$ cat src/rtl/fb_scan_arbiter_pkg.sv
// Shared constants for the framebuffer board sampler: FSM encoding,
// framebuffer geometry defaults and tile sampling geometry.
package fb_scan_arbiter_pkg;

   localparam int ADDR_W = 15;

   typedef logic [ADDR_W-1:0] fb_addr_t;

   localparam logic [1:0] ST_IDLE  = 2'd0;
   localparam logic [1:0] ST_SCAN  = 2'd1;
   localparam logic [1:0] ST_DRAIN = 2'd2;
   localparam logic [1:0] ST_DONE  = 2'd3;

   localparam int FB_W_DEF    = 160;
   localparam int TILE        = 8;
   localparam int SAMPLE_OFS  = 4;
   localparam int CELLS_X_DEF = 10;
   localparam int CELLS_Y_DEF = 18;

endpackage

$ cat src/rtl/fb_cell_addr_gen.sv
// Row-major walk over the playfield tiles, producing the framebuffer address
// of each tile's centre pixel using only adders.
module fb_cell_addr_gen
   import fb_scan_arbiter_pkg::*;
#(
   parameter int FB_W     = FB_W_DEF,
   parameter int BOARD_X0 = 16,
   parameter int BOARD_Y0 = 0,
   parameter int CELLS_X  = CELLS_X_DEF,
   parameter int CELLS_Y  = CELLS_Y_DEF
) (
   input  logic     clk,
   input  logic     clear,
   input  logic     advance,
   output fb_addr_t addr,
   output logic     last
);

   localparam int CW = (CELLS_X > 1) ? $clog2(CELLS_X) : 1;
   localparam int RW = (CELLS_Y > 1) ? $clog2(CELLS_Y) : 1;

   localparam fb_addr_t BASE     = fb_addr_t'((BOARD_Y0 + SAMPLE_OFS) * FB_W + BOARD_X0 + SAMPLE_OFS);
   localparam fb_addr_t COL_STEP = fb_addr_t'(TILE);
   // Moving from the last column back to column 0 one tile row down.
   localparam fb_addr_t ROW_STEP = fb_addr_t'(TILE * FB_W - (CELLS_X - 1) * TILE);
   localparam logic [CW-1:0] COL_LAST = CW'(CELLS_X - 1);
   localparam logic [RW-1:0] ROW_LAST = RW'(CELLS_Y - 1);

   logic [CW-1:0] col;
   logic [RW-1:0] row;
   fb_addr_t      addr_q;

   always_ff @(posedge clk) begin
      if (clear) begin
         col    <= '0;
         row    <= '0;
         addr_q <= BASE;
      end else if (advance) begin
         if (col == COL_LAST) begin
            col <= '0;
            if (row == ROW_LAST) begin
               row    <= '0;
               addr_q <= BASE;
            end else begin
               row    <= row + 1'b1;
               addr_q <= addr_q + ROW_STEP;
            end
         end else begin
            col    <= col + 1'b1;
            addr_q <= addr_q + COL_STEP;
         end
      end
   end

   // Cell 0 is presented while clear is held, not only after the next edge.
   assign addr = clear ? BASE : addr_q;
   assign last = (col == COL_LAST) && (row == ROW_LAST);

endmodule

$ cat src/rtl/fb_scan_arbiter.sv
// Shares the framebuffer read port between VGA refresh and a background
// sampler that snapshots tile occupancy of the playfield into `board`.
module fb_scan_arbiter
   import fb_scan_arbiter_pkg::*;
#(
   parameter int         FB_W        = FB_W_DEF,
   parameter int         BOARD_X0    = 16,
   parameter int         BOARD_Y0    = 0,
   parameter int         CELLS_X     = CELLS_X_DEF,
   parameter int         CELLS_Y     = CELLS_Y_DEF,
   parameter logic [1:0] EMPTY_SHADE = 2'b00
) (
   input  logic                       clk,
   input  logic                       reset,
   input  logic                       vga_req,
   input  logic [14:0]                vga_addr,
   output logic [14:0]                fb_addr,
   input  logic [1:0]                 fb_q,
   input  logic                       scan_start,
   output logic                       scan_busy,
   output logic                       scan_done,
   output logic [CELLS_X*CELLS_Y-1:0] board,
   output logic [1:0]                 state_dbg
);

   localparam int N = CELLS_X * CELLS_Y;

   logic [1:0]   state, state_nx;
   logic         issue;
   logic         pend;
   logic         cap_bit;
   logic         gen_last;
   fb_addr_t     samp_addr;
   logic [N-1:0] shadow, shadow_nx;

   fb_cell_addr_gen #(
      .FB_W     (FB_W),
      .BOARD_X0 (BOARD_X0),
      .BOARD_Y0 (BOARD_Y0),
      .CELLS_X  (CELLS_X),
      .CELLS_Y  (CELLS_Y)
   ) u_addr_gen (
      .clk     (clk),
      .clear   (reset),
      .advance (issue),
      .addr    (samp_addr),
      .last    (gen_last)
   );

   // Port sharing: vga_req is a request with no ready back-channel; it always
   // wins the port that cycle, and the sampler simply does not issue.
   assign fb_addr = vga_req ? vga_addr : samp_addr;

   always_comb begin
      state_nx = state;
      issue    = 1'b0;
      case (state)
         ST_IDLE:  if (scan_start) state_nx = ST_SCAN;
         ST_SCAN: begin
            if (!vga_req) begin
               issue = 1'b1;
               if (gen_last) state_nx = ST_DRAIN;
            end
         end
         ST_DRAIN: state_nx = ST_DONE;
         default:  state_nx = ST_IDLE;
      endcase
   end

   // Cells are captured in index order, so shifting in at the top leaves
   // cell 0 at bit 0 after the final capture.
   assign cap_bit   = (fb_q != EMPTY_SHADE);
   assign shadow_nx = pend ? {cap_bit, shadow[N-1:1]} : shadow;

   always_ff @(posedge clk) begin
      if (reset) begin
         state  <= ST_IDLE;
         pend   <= 1'b0;
         shadow <= '0;
         board  <= '0;
      end else begin
         state  <= state_nx;
         pend   <= issue;
         shadow <= shadow_nx;
         if (state_nx == ST_DONE) board <= shadow_nx;
      end
   end

   assign scan_busy = (state == ST_SCAN) || (state == ST_DRAIN);
   assign scan_done = (state == ST_DONE);
   assign state_dbg = state;

endmodule

$ cat config.mk
export PLATFORM = sky130hd
export DESIGN_NAME = fb_scan_arbiter
export DESIGN_NICKNAME = d
export VERILOG_FILES = /design/src/rtl/fb_scan_arbiter_pkg.sv /design/src/rtl/fb_cell_addr_gen.sv /design/src/rtl/fb_scan_arbiter.sv
export SDC_FILE = /design/constraint.sdc
export NUM_CORES = 1
export LEC_CHECK = 0
export BUFFER_PORTS_ARGS = -buffer_cell sky130_fd_sc_hd__buf_2
export CORE_MARGIN = 4
export CORE_UTILIZATION = 56
export DETAILED_ROUTE_END_ITERATION = 12
export PLACE_DENSITY = 0.79
export SETUP_SLACK_MARGIN = 0.5
export SLEW_MARGIN = 20
export SYNTH_ARGS = -nofsm -noshare
export SYNTH_HDL_FRONTEND = slang
export SYNTH_SLANG_ARGS = --single-unit
$ cat constraint.sdc
create_clock -name clk -period 2.5 [get_ports clk]
set_clock_uncertainty 0.15 [all_clocks]
set_input_delay 0.25 -clock clk [delete_from_list [all_inputs] [get_ports clk]]
set_output_delay 0.25 -clock clk [all_outputs]
set_load 0.01 [all_outputs]
* Yosys cells after proc, flatten, opt, wreduce, memory -nomap -nowiden *
Cells that the tools add are included.

storage, ports and cells
  register bits after elaboration = 387
  bits in latches = 0
  RAM bits = 0
  ROM bits = 0
  bits of input ports = 21
  memories kept = 0

operators by class
  add/subtract/negate cells = 4
  $mul = 0
  div/mod/pow operators = 0
  magnitude comparators = 0
  equal/unequal tests = 6
  shifts and indexed selects = 0
  multiplexer cells = 13
  bitwise operators = 0
  reductions and logical operators = 5

operators with widths
  kind                                                                    number
  180-bit two-way mux                                                     1
  15-bit two-way mux                                                      4
  15-bit by 11-bit adder with 15-bit output (second input constant)       1
  15-bit by 4-bit adder with 15-bit output (second input constant)        1
  2-bit equality test (second input constant)                             3
  2-bit two-way mux                                                       3
  2-bit one-hot mux with 3 select lines                                   1
  5-bit by 1-bit adder with 5-bit output (second input constant)          1
  5-bit equality test (second input constant)                             1
  5-bit two-way mux                                                       1
  4-bit by 1-bit adder with 4-bit output (second input constant)          1
  4-bit equality test (second input constant)                             1
  4-bit two-way mux                                                       1
  2-bit by 1-bit equality test with 1-bit output (second input constant)  1
  2-bit logical NOT                                                       1
  1-bit two-way mux                                                       2
  2-bit AND reduction                                                     1
  2-bit nonzero test                                                      1
  1-bit logical AND                                                       1
  1-bit logical OR                                                        1

* Depth between registers and ports, before layout *
  word-level depth = 6
  depth in mapped cells = 8

* By module *
From an unflattened synthesis, not the netlist that was laid out.

unflattened totals
  cell total of the unflattened synthesis = 1416
  area, all modules = 14117.3 µm²

modules (own cells, without submodules)
  module            times used  cells each  area an instance (µm²)  sequential area each (µm²)
  fb_scan_arbiter   1           1219        12615.8                 7267.0
  fb_cell_addr_gen  1           197         1501.4                  440.4

* Worst setup path before layout *
Ideal clock, no wire load.

  path type = flip-flop to flip-flop
  start point = register state[0] (netlist: state_dbg[0])
  end point = register u_addr_gen.addr_q[14]
  setup time = 0.121 ns
  data arrival time = 1.563 ns
  required time = 2.229 ns
  setup slack = 0.666 ns
  cell stages (with the launch flop) = 6
  buffers on the path = 0
  period minus slack after synthesis = 1.834 ns
  path through = dfxtp_1 > ha_1 > nand2b_1 > or4b_4 > a31oi_1 > o22ai_1

between the ends
  word-level cells in the longest chain between the ends = 2

RTL lines
  what                                            RTL line                text
  start, declared                                 fb_scan_arbiter.sv:28   logic [1:0] state, state_nx;
  start signal, assigned                          fb_scan_arbiter.sv:82   state <= state_nx;
  2-bit by 1-bit equality test with 1-bit output  fb_scan_arbiter.sv:57   case (state)
  1-bit two-way mux                               fb_scan_arbiter.sv:57
  end signal, assigned                            fb_cell_addr_gen.sv:46  addr_q <= addr_q + ROW_STEP;
  end signal, assigned                            fb_cell_addr_gen.sv:50  addr_q <= addr_q + COL_STEP;
  end, declared                                   fb_cell_addr_gen.sv:31  fb_addr_t addr_q;

Every way passes these cells.
A chain may end at the register's enable or synchronous reset.

* Final worst setup path *
  start point = register u_addr_gen.addr_q[6]
  end point = register u_addr_gen.addr_q[14]

between the ends
  word-level cells in the longest chain between the ends = 3

RTL lines
  what                                       RTL line                text
  15-bit by 11-bit adder with 15-bit output  fb_cell_addr_gen.sv:46
  15-bit two-way mux                         fb_cell_addr_gen.sv:41  if (row == ROW_LAST) begin
  15-bit two-way mux (*)                     fb_cell_addr_gen.sv:39  if (col == COL_LAST) begin

Every way passes the cells marked *; elsewhere a longest branch is shown, timed or not.

==> out/qor.csv <==
stage,metric,value,unit
sta,maxSlewViolCount,0,
grt,grt_pass1_wl,49600,um
route,drc,0,
sta,rsz0062_at_grt,yes,
cts,clkSinkCount,385,
floorplan,io_pins,220,
synth,synthFlopType,dfxtp_1,
setup_path,cp_cell_sequence,and4_4 > or4b_4 > a31oi_1 > o22ai_1,
synth,yosysTopAreaCellShare,55.0,%
final_layout,diodes,0,
pwr,switchingPower,2550,uW
synth,ys_types,59,
sta,fin_crit_sh,78.2,%
hold_path,worstHoldStart,reset,
floorplan,fp.dieH,166,um
flow_run,maxCapViolCount,0,
setup_path,r2r_start,u_addr_gen.addr_q[6],
pwr,p_int,9920,uW
synth,avgSynthCellArea,9.86,um2
route,drt_pre_antenna_iters,5,
synth,ys_async_sr_fraction,0,%
sta,finalHoldViolations,0,
pwr,power_frac_seq,49.5,%
final_layout,final_cell_mix,"nor2_1 (388), dfxtp_1 (380), buf_2 (218), a211oi_1 (182), mux2i_1 (180)",
synth,syn-cell-area,0.0140,mm2
place,gp_congestion,0.879,
pwr,powerDensity,744,mW/mm2
setup_path,r2r-end,u_addr_gen.addr_q[14],
setup_path,crit_slowest_cell,dfxtp_1,
grt,grt_max_degree,115,
place,place_area,0.0153,mm2
floorplan,core.rowCount,57,
synth,synth_seq_cells,385,
grt,grt_pass1_vias,9872,
cts,cts_tree,done,
route,vias,10396,
floorplan,start_util,57.3,%
final_layout,multi_input_area,0.00576,mm2
synth,ys_top_cells_by_area,"dfxtp_1 (55%), mux2i_1 (13%), nor2_1 (10%)",
pwr,combPwrFrac,2.7,%
final_layout,nNetsFinal,1625,
sta,finalSetupTns,0,ps
sta,max_freq,0.511,GHz
final_layout,filler_cell_count,1884,
cts,numCtsBuffers,39,
place,hpwl,19200,um
final_layout,postLayoutCellArea,0.0167,mm2
synth,ys_seq_area_share,55.0,%
floorplan,die_x,166,um
route,vias_per_cell,5.35,
hold_path,min_path_type,input port to flip-flop,
cts,htree_num_levels,2,
setup_path,worstSetupStartpointType,flip-flop,
route,wl_per_cell,15.3,um
outcome,status,finished clean,
route,ant_nets,0,
sta,min_period,1960,ps
route,wirelength,29700,um
synth,yosysWarnings,0,
setup_path,path_class,flip-flop to flip-flop,
place,port_buffers,219,
setup_path,slowest_delay,600,ps
setup_path,end_kind,flip-flop,
setup_path,path_max_fanout,11,
pwr,p_leak,0.00632,uW
cts,clkTransAtPathRegs,60,ps
cts,cts_max_path_buffers,3,
final_layout,final_common_cell,nor2_1,
cts,cts_root_buffer,clkbuf_16,
pwr,clkPwrFrac,47.8,%
pwr,sw_frac_of_total,20.4,%
setup_path,r2r_cells,4,
sta,setup_viol,0,
final_layout,area_growth,19.5,%
sta,tightest_slew,718,ps
hold_path,min_to,shadow[1],
synth,synthCells,1421,
sta,relSlewSlack,52.1,%
setup_path,crit_required,2710,ps
synth,synth.net_count,1451,
hold_path,hold_depth,2,
route,drt_iter0_markers,559,
final_layout,drive_above_1_share,20.9,%
synth,synth-edff-count,0,
grt,grt-ovfl-total,0,
pwr,irDropWorstVdd,0.643,mV
synth,synth_top_cell_by_area,dfxtp_1,
setup_path,arrival,2160,ps
grt,grt_use_total,20.6,%
setup_path,r2r_setup_slack,540,ps
floorplan,die-area,0.0276,mm2
final_layout,register_area,0.00772,mm2
cts,clk_latency,510,ps
grt,grt_antenna_before_repair,0,
floorplan,core_area,0.0245,mm2
## critical path, delay by kind of cell (launching register included)
family,cells,cell delay (ps)
AOI/OAI and AO/OA,2,260
and+or+nand+nor,2,790
DFF,1,600
## power by group through the flow
stage / clock, uW / sequential [uW] / combinational (uW)
floorplan: 0 / 6290 / 257
global placement: 0 / 6300 / 325
detailed placement: 0 / 6300 / 329
CTS: 6070 / 6160 / 331
global route: 6350 / 6160 / 365
finish: 5960 / 6160 / 339
## Yosys cell counts, drive strengths merged, types with 8 or more instances
master and instances:
nor2 389, dfxtp 385, a211oi 182, mux2i 180, clkbuf 82, buf 35, nand2 26, o21ai 19
a21oi 14, nor3 11, nand2b 10, ha 9, inv 8
## final cells by class
class                           instances  area share [%]
Multi-Input combinational cell        910            34.4
Sequential cell                       385            46.1
Tap cell                              324            2.42
Inverter                                8           0.179
Timing Repair Buffer                  251            9.02
Clock buffer                           51            6.64
Clock inverter                         15            1.26
## per-layer routing
layer	share of wire (%)	track usage, %	vias up	routed length (um)
li1	-	-	5277	-
met1	45	27.0	4818	13300
met2	47	34.3	246	14000
met3	6.1	4.98	55	1810
met4	2.1	5.88	0	633
met5	0	0	-	0
## flip-flops by register name (all words and copies together) (netlist names)
register	flops
pend	1
shadow	180
u_addr_gen.row	5
u_addr_gen.col	4
u_addr_gen.addr_q	13
state_dbg	2
board	180
## cells by family after synthesis
logic type	Yosys count	synth area share (%)
buffers and inverters	126	4.23
adder cells (fa/ha/maj)	9	0.804
XOR/XNOR	8	0.500
AO/OA/AOI/OAI	245	12.8
flip-flops	385	55.0
multiplexers	182	13.0
AND/OR/NAND/NOR	466	13.7
## metrics by stage
| stage | total power [uW] | std cells | worst slack [ps] | util (%) | hold slack [ps] |
|---|---|---|---|---|---|
| final | 12500 | 1944 | 545 | 68.5 | 57.4 |
| after global routing | 12900 | 1944 | 485 | 68.5 | 86.6 |
| after CTS | 12600 | 1938 | 502 | 68.0 | 57.3 |
| after detailed placement | 6630 | 1870 | 478 | 62.5 | 311 |
| after global placement | 6620 | 1870 | 548 | 62.5 | 305 |
| after floorplan | 6540 | 1421 | 666 | - | 268 |
## worst max-delay path by stage
stage / endpoint / start / depth (start not counted) / slack [ps]
after detailed placement: u_addr_gen.addr_q[9] / state_dbg[1] / 8 / 480
after floorplan: u_addr_gen.addr_q[14] / state_dbg[0] / 5 / 670
after global placement: u_addr_gen.addr_q[9] / state_dbg[1] / 8 / 550
after CTS: u_addr_gen.addr_q[6] / u_addr_gen.col[1] / 5 / 500
final: u_addr_gen.addr_q[14] / u_addr_gen.addr_q[6] / 4 / 540
after global routing: u_addr_gen.addr_q[13] / u_addr_gen.addr_q[4] / 7 / 490
## repair_timing
action | in CTS | in global routing
hold buffers | 1 | 0
pin swaps | 0 | 1
setup buffers | 1 | 6
setup endpoints to repair | 4 | 41
gates resized for setup | 1 | 11
endpoints found under the hold margin | 1 | 0
gates cloned | 0 | 0
No activity file was read; power rests on OpenSTA's default activity.
